===== src/rtl/pwf_pkg.sv =====
// Shared types and defaults for the pulse-width meter.
// - meter_state_t : measurement FSM states
// - meas_t        : one queued measurement {sat, width} at the default width
package pwf_pkg;

    localparam int CNT_W  = 8;
    localparam int DEPTH  = 4;
    localparam int PCNT_W = 16;

    typedef enum logic {
        IDLE = 1'b0,
        MEAS = 1'b1
    } meter_state_t;

    typedef struct packed {
        logic             sat;
        logic [CNT_W-1:0] width;
    } meas_t;

endpackage


===== src/rtl/pwf_pulse_meter_if.sv =====
// Measurement result channel from the pulse meter to the host.
// Ports (signals):
//   meas_width  head entry pulse length in cycles
//   meas_sat    head entry length saturated
//   meas_valid  an entry is available
//   meas_ready  host accepts the head entry
// Handshake: an entry transfers on every clock edge where meas_valid and
// meas_ready are both 1. While meas_valid=1 and meas_ready=0 the payload is
// held stable; meas_valid never drops without a transfer; meas_ready while
// meas_valid=0 has no effect.
interface pwf_pulse_meter_if #(
    parameter int CNT_W = 8
);
    logic [CNT_W-1:0] meas_width;
    logic             meas_sat;
    logic             meas_valid;
    logic             meas_ready;

    modport master (
        output meas_width,
        output meas_sat,
        output meas_valid,
        input  meas_ready
    );

    modport slave (
        input  meas_width,
        input  meas_sat,
        input  meas_valid,
        output meas_ready
    );
endinterface


===== src/rtl/pwf_meas_fifo.sv =====
// Small synchronous FIFO for measurement entries.
// Ports:
//   clk, rst_n  clock, asynchronous active-low reset
//   push, din   write request and data (ignored when full unless popping)
//   pop         read request (ignored when empty)
//   dout        head entry (meaningful when !empty)
//   full, empty occupancy flags
module pwf_meas_fifo #(
    parameter int  DEPTH = 4,
    parameter type T     = pwf_pkg::meas_t
) (
    input  logic clk,
    input  logic rst_n,
    input  logic push,
    input  logic pop,
    input  T     din,
    output T     dout,
    output logic full,
    output logic empty
);
    localparam int AW = $clog2(DEPTH);

    // Pointers carry one extra wrap bit so full and empty are distinguishable.
    logic [AW:0] wr_ptr;
    logic [AW:0] rd_ptr;
    T            mem [DEPTH];
    logic        wr_en;
    logic        rd_en;

    assign empty = (wr_ptr == rd_ptr);
    assign full  = (wr_ptr[AW] != rd_ptr[AW]) && (wr_ptr[AW-1:0] == rd_ptr[AW-1:0]);

    // When full, a same-cycle pop frees the head slot, which is exactly the
    // slot the write lands in.
    assign wr_en = push && (!full || pop);
    assign rd_en = pop && !empty;
    assign dout  = mem[rd_ptr[AW-1:0]];

    always_ff @(posedge clk or negedge rst_n) begin
        if (!rst_n) begin
            wr_ptr <= '0;
            rd_ptr <= '0;
        end else begin
            if (wr_en) wr_ptr <= wr_ptr + 1'b1;
            if (rd_en) rd_ptr <= rd_ptr + 1'b1;
        end
    end

    always_ff @(posedge clk) begin
        if (wr_en) mem[wr_ptr[AW-1:0]] <= din;
    end
endmodule


===== src/rtl/pwf_pulse_meter.sv =====
// Measures the high time of each filtered pulse on c_in in clk4m cycles and
// queues the results for the host.
// Ports:
//   clk4m, rst_n  clock, asynchronous active-low reset
//   c_in          filtered pulse, already synchronous to clk4m
//   clr           synchronous clear of pulse_cnt and overflow
//   meas          result channel (master side)
//   pulse_cnt     completed pulses, dropped ones included; wraps
//   overflow      sticky: a result was dropped because the FIFO was full
//   state_dbg     current FSM state
module pwf_pulse_meter #(
    parameter int CNT_W  = pwf_pkg::CNT_W,
    parameter int DEPTH  = pwf_pkg::DEPTH,
    parameter int PCNT_W = pwf_pkg::PCNT_W
) (
    input  logic                 clk4m,
    input  logic                 rst_n,
    input  logic                 c_in,
    input  logic                 clr,
    pwf_pulse_meter_if.master    meas,
    output logic [PCNT_W-1:0]    pulse_cnt,
    output logic                 overflow,
    output pwf_pkg::meter_state_t state_dbg
);
    import pwf_pkg::*;

    typedef struct packed {
        logic             sat;
        logic [CNT_W-1:0] width;
    } entry_t;

    localparam logic [CNT_W-1:0] CNT_MAX = '1;

    meter_state_t     state, state_nx;
    logic             c_d;
    logic [CNT_W-1:0] cnt, cnt_nx;
    logic             sat_r, sat_nx;
    logic             done;
    logic             push_r;
    entry_t           push_data;
    entry_t           head;
    logic             full, empty, pop, drop;

    always_comb begin
        state_nx = state;
        cnt_nx   = cnt;
        sat_nx   = sat_r;
        done     = 1'b0;
        case (state)
            IDLE: begin
                if (c_in && !c_d) begin
                    cnt_nx   = CNT_W'(1);
                    state_nx = MEAS;
                end
            end
            MEAS: begin
                if (c_in) begin
                    // Saturated flag marks that at least one cycle was lost.
                    if (cnt == CNT_MAX) sat_nx = 1'b1;
                    else                cnt_nx = cnt + 1'b1;
                end else begin
                    done     = 1'b1;
                    cnt_nx   = '0;
                    sat_nx   = 1'b0;
                    state_nx = IDLE;
                end
            end
            default: state_nx = IDLE;
        endcase
    end

    // c_d resets high so a pulse already in progress at reset release is
    // not mistaken for a rising edge. The finished measurement is staged one
    // cycle (push_r) before entering the FIFO.
    always_ff @(posedge clk4m or negedge rst_n) begin
        if (!rst_n) begin
            state     <= IDLE;
            c_d       <= 1'b1;
            cnt       <= '0;
            sat_r     <= 1'b0;
            push_r    <= 1'b0;
            push_data <= '0;
            pulse_cnt <= '0;
            overflow  <= 1'b0;
        end else begin
            state           <= state_nx;
            c_d             <= c_in;
            cnt             <= cnt_nx;
            sat_r           <= sat_nx;
            push_r          <= done;
            push_data.sat   <= sat_r;
            push_data.width <= cnt;
            if (clr)       pulse_cnt <= '0;
            else if (done) pulse_cnt <= pulse_cnt + 1'b1;
            if (clr)       overflow  <= 1'b0;
            else if (drop) overflow  <= 1'b1;
        end
    end

    assign pop  = !empty && meas.meas_ready;
    assign drop = push_r && full && !pop;

    pwf_meas_fifo #(
        .DEPTH (DEPTH),
        .T     (entry_t)
    ) u_fifo (
        .clk   (clk4m),
        .rst_n (rst_n),
        .push  (push_r),
        .pop   (pop),
        .din   (push_data),
        .dout  (head),
        .full  (full),
        .empty (empty)
    );

    // Payload forced to zero when empty so stale RAM contents never show.
    assign meas.meas_valid = !empty;
    assign meas.meas_width = empty ? '0 : head.width;
    assign meas.meas_sat   = empty ? 1'b0 : head.sat;
    assign state_dbg       = state;
endmodule


===== src/flat_wrapper.sv =====
// flat-port wrapper written by rule: the top's interface ports become plain ports
module pwf_pulse_meter_flat import pwf_pkg::*;
#(
    parameter int CNT_W  = pwf_pkg::CNT_W,
    parameter int DEPTH  = pwf_pkg::DEPTH,
    parameter int PCNT_W = pwf_pkg::PCNT_W
)
  (clk4m, rst_n, c_in, clr, pulse_cnt, overflow, state_dbg, meas_meas_width, meas_meas_sat, meas_meas_valid, meas_meas_ready);
  pwf_pulse_meter_if #(.CNT_W(CNT_W)) meas_i ();
  input  logic clk4m;
  input  logic rst_n;
  input  logic c_in;
  input  logic clr;
  output logic [PCNT_W-1:0] pulse_cnt;
  output logic overflow;
  output pwf_pkg::meter_state_t state_dbg;
  output wire logic [$bits(meas_i.meas_width)-1:0] meas_meas_width;
  output wire logic [$bits(meas_i.meas_sat)-1:0] meas_meas_sat;
  output wire logic [$bits(meas_i.meas_valid)-1:0] meas_meas_valid;
  input wire logic [$bits(meas_i.meas_ready)-1:0] meas_meas_ready;
  assign meas_meas_width = meas_i.meas_width;
  assign meas_meas_sat = meas_i.meas_sat;
  assign meas_meas_valid = meas_i.meas_valid;
  assign meas_i.meas_ready = meas_meas_ready;
  pwf_pulse_meter #(.CNT_W(CNT_W), .DEPTH(DEPTH), .PCNT_W(PCNT_W)) u_core (.clk4m(clk4m), .rst_n(rst_n), .c_in(c_in), .clr(clr), .meas(meas_i), .pulse_cnt(pulse_cnt), .overflow(overflow), .state_dbg(state_dbg));
endmodule

===== config.mk =====
export PLATFORM = sky130hd
export DESIGN_NAME = pwf_pulse_meter_flat
export DESIGN_NICKNAME = d
export VERILOG_FILES = /design/src/rtl/pwf_pkg.sv /design/src/rtl/pwf_pulse_meter_if.sv /design/src/rtl/pwf_meas_fifo.sv /design/src/rtl/pwf_pulse_meter.sv /design/src/flat_wrapper.sv
export SDC_FILE = /design/constraint.sdc
export NUM_CORES = 1
export LEC_CHECK = 0
export ABC_CLOCK_PERIOD_IN_PS = 2100
export CORE_MARGIN = 1
export CORE_UTILIZATION = 24
export DETAILED_ROUTE_END_ITERATION = 8
export DONT_BUFFER_PORTS = 1
export GPL_ROUTABILITY_DRIVEN = 0
export RECOVER_POWER = 100
export SLEW_MARGIN = 20
export SYNTH_ARGS = -nofsm -noshare
export SYNTH_HDL_FRONTEND = slang
export SYNTH_SLANG_ARGS = --single-unit

===== constraint.sdc =====
create_clock -name clk4m -period 2.1 [get_ports clk4m]
set_clock_uncertainty 0.1 [all_clocks]
set_input_delay 0.315 -clock clk4m [delete_from_list [all_inputs] [get_ports clk4m]]
set_output_delay 0.315 -clock clk4m [all_outputs]
set_load 0.03 [all_outputs]

# Yosys cells after proc, flatten, opt, wreduce, memory -nomap -nowiden
# Memory sizes are Yosys's and may differ from the RTL's.
# Cells that the tools add are included.
dict set report totals {
  reg_bits 44
  ram_bits 36
  input_bits 5
  out_inout_bits 28
  elab_cells 59
  memories 1
}
# name depth word_bits rd rd_ports_with_merged_regs write_ports line
set mem_list {}
lappend mem_list {u_core.u_fifo.mem 4 9 1 0 1 pwf_meas_fifo.sv:26} ;# T mem [DEPTH];
dict set report classes {
  n_addsub 4
  n_eq_ne 7
  n_mux 19
  bitwise_logic 1
  reduce_logical 16
}
# operator count
set op_table {}
lappend op_table {{$mux 16} 2}
lappend op_table {{$mux 8} 4}
lappend op_table {{$add 16x1->16 const B} 1}
lappend op_table {{$pmux 8 s2} 1}
lappend op_table {{$mux 1} 11}
lappend op_table {{$add 8x1->8 const B} 1}
lappend op_table {{$eq 8x8->1 const B} 1}
lappend op_table {{$logic_and 1x1->1} 7}
lappend op_table {{$add 3x1->3 const B} 2}
lappend op_table {{$logic_not 1->1} 4}
lappend op_table {{$ne 2x1->1 const B} 2}
lappend op_table {{$reduce_and 2->1} 2}
lappend op_table {{$reduce_bool 2->1} 2}
lappend op_table {{$eq 3x3->1} 1}
lappend op_table {{$ne 3x3->1 const B} 1}
lappend op_table {{$eq 2x2->1} 1}
lappend op_table {{$pmux 1 s2} 1}
lappend op_table {{$logic_or 1x1->1} 1}
lappend op_table {{$ne 1x1->1} 1}
lappend op_table {{$not 1->1} 1}

# Logic depth before layout (Yosys ltp)
# Gate-level depths: netlist of run 1.
dict set report depth {
  depth_word 7
  mapped_depth 6
  depth_no_buf 5
}

# Modules after synthesis
# From an unflattened synthesis of run 1, not the netlist that was laid out.
dict set report unflattened {
  hier_cells 259
  hier_area_um2 3494.6
}
# mod n_inst cells_per_inst area_each_um2 seq_area_each_um2
set modules_own_cells {}
lappend modules_own_cells {pwf_pulse_meter 1 166 1754.2 952.2}
lappend modules_own_cells {pwf_meas_fifo 1 93 1740.4 1231.2}

# Worst setup path after synthesis of run 1
# OpenSTA, ideal clock, no wires.
dict set report synth_path {
  path_type {register -> output}
  from {register u_core.u_fifo.wr_ptr[2]}
  to {output port meas_meas_sat}
  arrival_time_ps 1555
  required_ps 1685
  slack_ps 130
  path_stages_with_launch 5
  path_buffers 1
  cell_sequence {dfrtp_1 -> xor2_1 -> nand3b_1 -> clkbuf_1 -> and2_1}
}
dict set report synth_between {
  elab_chain_cells 2
}
# element line
set synth_rtl {}
lappend synth_rtl {{start, declared} pwf_meas_fifo.sv:24} ;# logic [AW:0] wr_ptr;
lappend synth_rtl {{start signal, assigned} pwf_meas_fifo.sv:44} ;# if (wr_en) wr_ptr <= wr_ptr + 1'b1;
lappend synth_rtl {{$eq 3x3->1} pwf_meas_fifo.sv:30} ;# assign empty = (wr_ptr == rd_ptr);
lappend synth_rtl {{$mux 1} pwf_pulse_meter.sv:120} ;# assign meas.meas_sat = empty ? 1'b0 : head.sat;
lappend synth_rtl {{end, declared} flat_wrapper.sv:18} ;# output wire logic [$bits(meas_i.meas_sat)-1:0] meas_meas_sat;
# Every way passes these cells.

# Final worst setup path of run 1
dict set report layout_path {
  from {register u_core.u_fifo.rd_ptr[0]}
  to {output port meas_meas_width[1]}
}
dict set report layout_between {
  elab_chain_cells 2
  word_cells_on_any_way 3
  classes_between {1 x eq/ne; 1 x mux; 1 x memory}
}
# element line
set layout_rtl {}
lappend layout_rtl {{start, declared} pwf_meas_fifo.sv:25} ;# logic [AW:0] rd_ptr;
lappend layout_rtl {{start signal, assigned} pwf_meas_fifo.sv:45} ;# if (rd_en) rd_ptr <= rd_ptr + 1'b1;
lappend layout_rtl {{$mem_v2 4x9 or $eq 3x3->1 (tied branches)} n/a}
lappend layout_rtl {{$mux 8 *} pwf_pulse_meter.sv:119} ;# assign meas.meas_width = empty ? '0 : head.width;
lappend layout_rtl {{end, declared} flat_wrapper.sv:17} ;# output wire logic [$bits(meas_i.meas_width)-1:0] meas_meas_width;
# Mark *: on every way between the ends. The rest lies on a longest branch, timed or not.

==> impl_metrics.tcl, run 1 <==
set metrics [dict create \
    worst_ep_required_time_ns 1.68 \
    via_per_inst 4.47 \
    relSlewSlack_pct 27.6 \
    drc 0 \
    synth_warnings 0 \
    outcome "finished, final reports clean" \
    drt_pass1_iterations 4 \
    initial_core_util_pct 24.5 \
    synth_area_um2 3400 \
    finish.net_count 284 \
    tns_ns 0 \
    worst_hold_path_type "in2reg" \
    tightest_slew_ns 1.09 \
    leakagePower_nw 1.60 \
    final_antenna_net_count 0 \
    grt_usage_pct 9.71 \
    netlist_instances 243 \
    yosys.area.top_type "edfxtp_1" \
    grt-ovfl-total 0 \
    rsz0062_at_grt "true" \
    p_total_w 0.00477 \
    dr.first_iter.drc_count 105 \
    clockBufferDepth 2 \
    synth_area_leaders "edfxtp_1 (32%), dfrtp_1 (32%), mux4_2 (6.0%), xor2_1 (3.1%), and2_1 (2.8%)" \
    synth.distinct_cells 45 \
    async_flop_share_pct 55.0 \
    synth_common_cells "dfrtp_1 (43), edfxtp_1 (36), nor2_1 (16)" \
    routed_wl_um 6490 \
    crit_arrival_ns 1.66 \
    cts-buffers-inserted 9 \
    core_area_um2 13900 \
    htreeDepth 3 \
    wl_per_cell_um 14.2 \
    maxCapViolations 0 \
    pin_count 33 \
    dieArea_um2 14700 \
    cpPeakStageDelay_ns 0.49 \
    ys_ff_latch 80 \
    via_count 2041 \
    crit_path_start_kind "register" \
    cts_root_buf "clkbuf_16" \
    cts.sinks 80 \
    synth_edf_count 36 \
    path_cells "clkbuf_16 -> mux4_2 -> and2_4" \
    antenna_cells 0 \
    cts_tree "built" \
    setup_viol 0 \
    avgSynthCellArea_um2 14.0 \
    portBuffers 0 \
    drive_above_1_share_pct 19.9 \
    row_count 43 \
    critPathCaptureType "output port" \
    synth_nets 255 \
    fin_crit_ns 2.07 \
    antenna_found_initial 0 \
    cp_max_fo 4 \
    syn2layout_area_growth_pct 19.8 \
    die_h_um 121 \
    hpwl_um 4320 \
    worstSetupPathType "reg2out" \
    clock.fmax_mhz 483 \
    peakVddDrop_uv 406 \
    clkLatencyLatePin_ns 0.32 \
    clkTransAtPathRegs_ns 0.06 \
    seq_area_frac_synth_pct 64.1 \
    powerDensity_nw_per_um2 1170 \
    yosys.cell_count.top_type "dfrtp_1" \
    die_width_um 121 \
    grt_pass1_vias 2063 \
    hold_violations 0 \
    grt_pass1_wl_um 10800 \
    slowest_stage "mux4_2" \
    drv_slew 0 \
    period_share_pct 98.6 \
    grt_start_max_net_pins 45 \
    netlist.area_leader.share_pct 31.8 \
    synth_ff_type "dfrtp_1" \
]
==> power by group <==
group          internal (W)  leakage (nW)  total [W]  switching [W]
clock              0.000840         0.132    0.00143       0.000593
combinational      0.000651         0.537    0.00144       0.000785
sequential          0.00178         0.933    0.00190       0.000121
total               0.00327          1.60    0.00477        0.00150
==> layer usage <==
layer	share of wire, %	global-route usage, %	vias to the layer above
li1	-	-	962
met2	50	15.0	42
met1	44	12.4	1032
met4	0.85	3.47	0
met5	0	0	-
met3	5.0	3.57	5
==> state kept, by name, indices dropped and copies added (netlist names), 3 cells and up <==
name,count
u_core.cnt,8
u_core.pulse_cnt,16
u_core.push_data,9
u_core.u_fifo.mem,36
u_core.u_fifo.rd_ptr,3
u_core.u_fifo.wr_ptr,3
==> cells by family after synthesis <==
kind of cell               count (synthesis)  synth area share (%)
DFF                                       80                  64.1
buffers and inverters                     15                  2.13
AOI/OAI and AO/OA                         37                  7.64
muxes                                     11                  6.58
and+or+nand+nor                           75                  12.3
adders and majority gates                  7                  2.57
xor gates and xnor gates                  18                  4.63
==> through the flow <==
step / worst slack [ns] / utilization [%] / hold WS (ns) / area (um2) / cells
floorplan: 0.130 / - / -0.0806 / 3400 / 243
finish: 0.0292 / 29.4 / 0.0336 / 4080 / 457
global placement: 0.234 / 26.8 / -0.0792 / 3730 / 434
CTS: -0.00659 / 29.6 / 0.0148 / 4100 / 455
detailed placement: 0.132 / 26.8 / -0.0786 / 3730 / 434
global route: -0.0351 / 29.4 / 0.0255 / 4080 / 457
==> path summary, 6_finish.rpt <==
kind | to | slack, ns | depth (start not counted) | startpoint
max in group asynchronous | u_core.u_fifo.rd_ptr[0] | 0.52 | 2 | rst_n
min in group asynchronous | u_core.pulse_cnt[12] | 0.66 | 2 | rst_n
worst max-delay path | meas_meas_width[1] | 0.03 | 3 | u_core.u_fifo.rd_ptr[0]
worst max register to register | u_core.u_fifo.mem[3][4] | 0.11 | 4 | u_core.u_fifo.rd_ptr[0]
worst min register to register | u_core.push_data[8] | 0.28 | 0 | u_core.sat_r
worst min-delay path | u_core.state_dbg | 0.03 | 1 | c_in
==> layout by cell type (no fill, tap or decap), types with 3 or more instances in the layout <==
cell type	count
dfrtp_1	42
edfxtp_1	36
nor2_1	16
nand2_1	13
xor2_1	12
clkbuf_1	12
o21ai_0	10
clkbuf_16	10
mux4_2	9
and2_4	9
a21oi_1	9
buf_4	9
inv_1	7
ha_1	7
and2_1	6
nand4_1	6
xnor2_1	5
nand3_1	5
and4_1	4
and3_1	4
a41oi_1	3
or3_1	3
a31oi_1	3
dlygate4sd3_1	3
==> worst max-delay path, delay by kind of cell, from the launching register on <==
kind          cells  cell delay (ns)
flops             1             0.46
mux               1             0.49
simple gates      1             0.21
buf+inv           1             0.18
==> area by class of cell <==
type                       instances  area, um2
fill                            1406       9800
clock inverter                     5       41.3
timing repair buffer              26        189
sequential                        80       2180
multi-input combinational        148       1170
inverter                           7       26.3
tap                              180        225
clock buffer                      11        243
==> what timing repair did <==
| action | CTS | global route |
|---|---|---|
| pin swaps | 1 | 0 |
| hold buffers | 4 | 0 |
| endpoints found under the hold margin | 62 | 0 |
| buffers inserted | 1 | 1 |
| resized for setup | 15 | 8 |
| gates cloned | 0 | 1 |
| setup endpoints to repair | 10 | 10 |
Note: power is estimated with default switching activity, not from simulation.
==> run 2, diff against run 1 <==
- CORE_MARGIN: 1 -> unset
==> results of run 2 <==
Same layout as run 1: the final DEF is identical, and so are final timing and power.
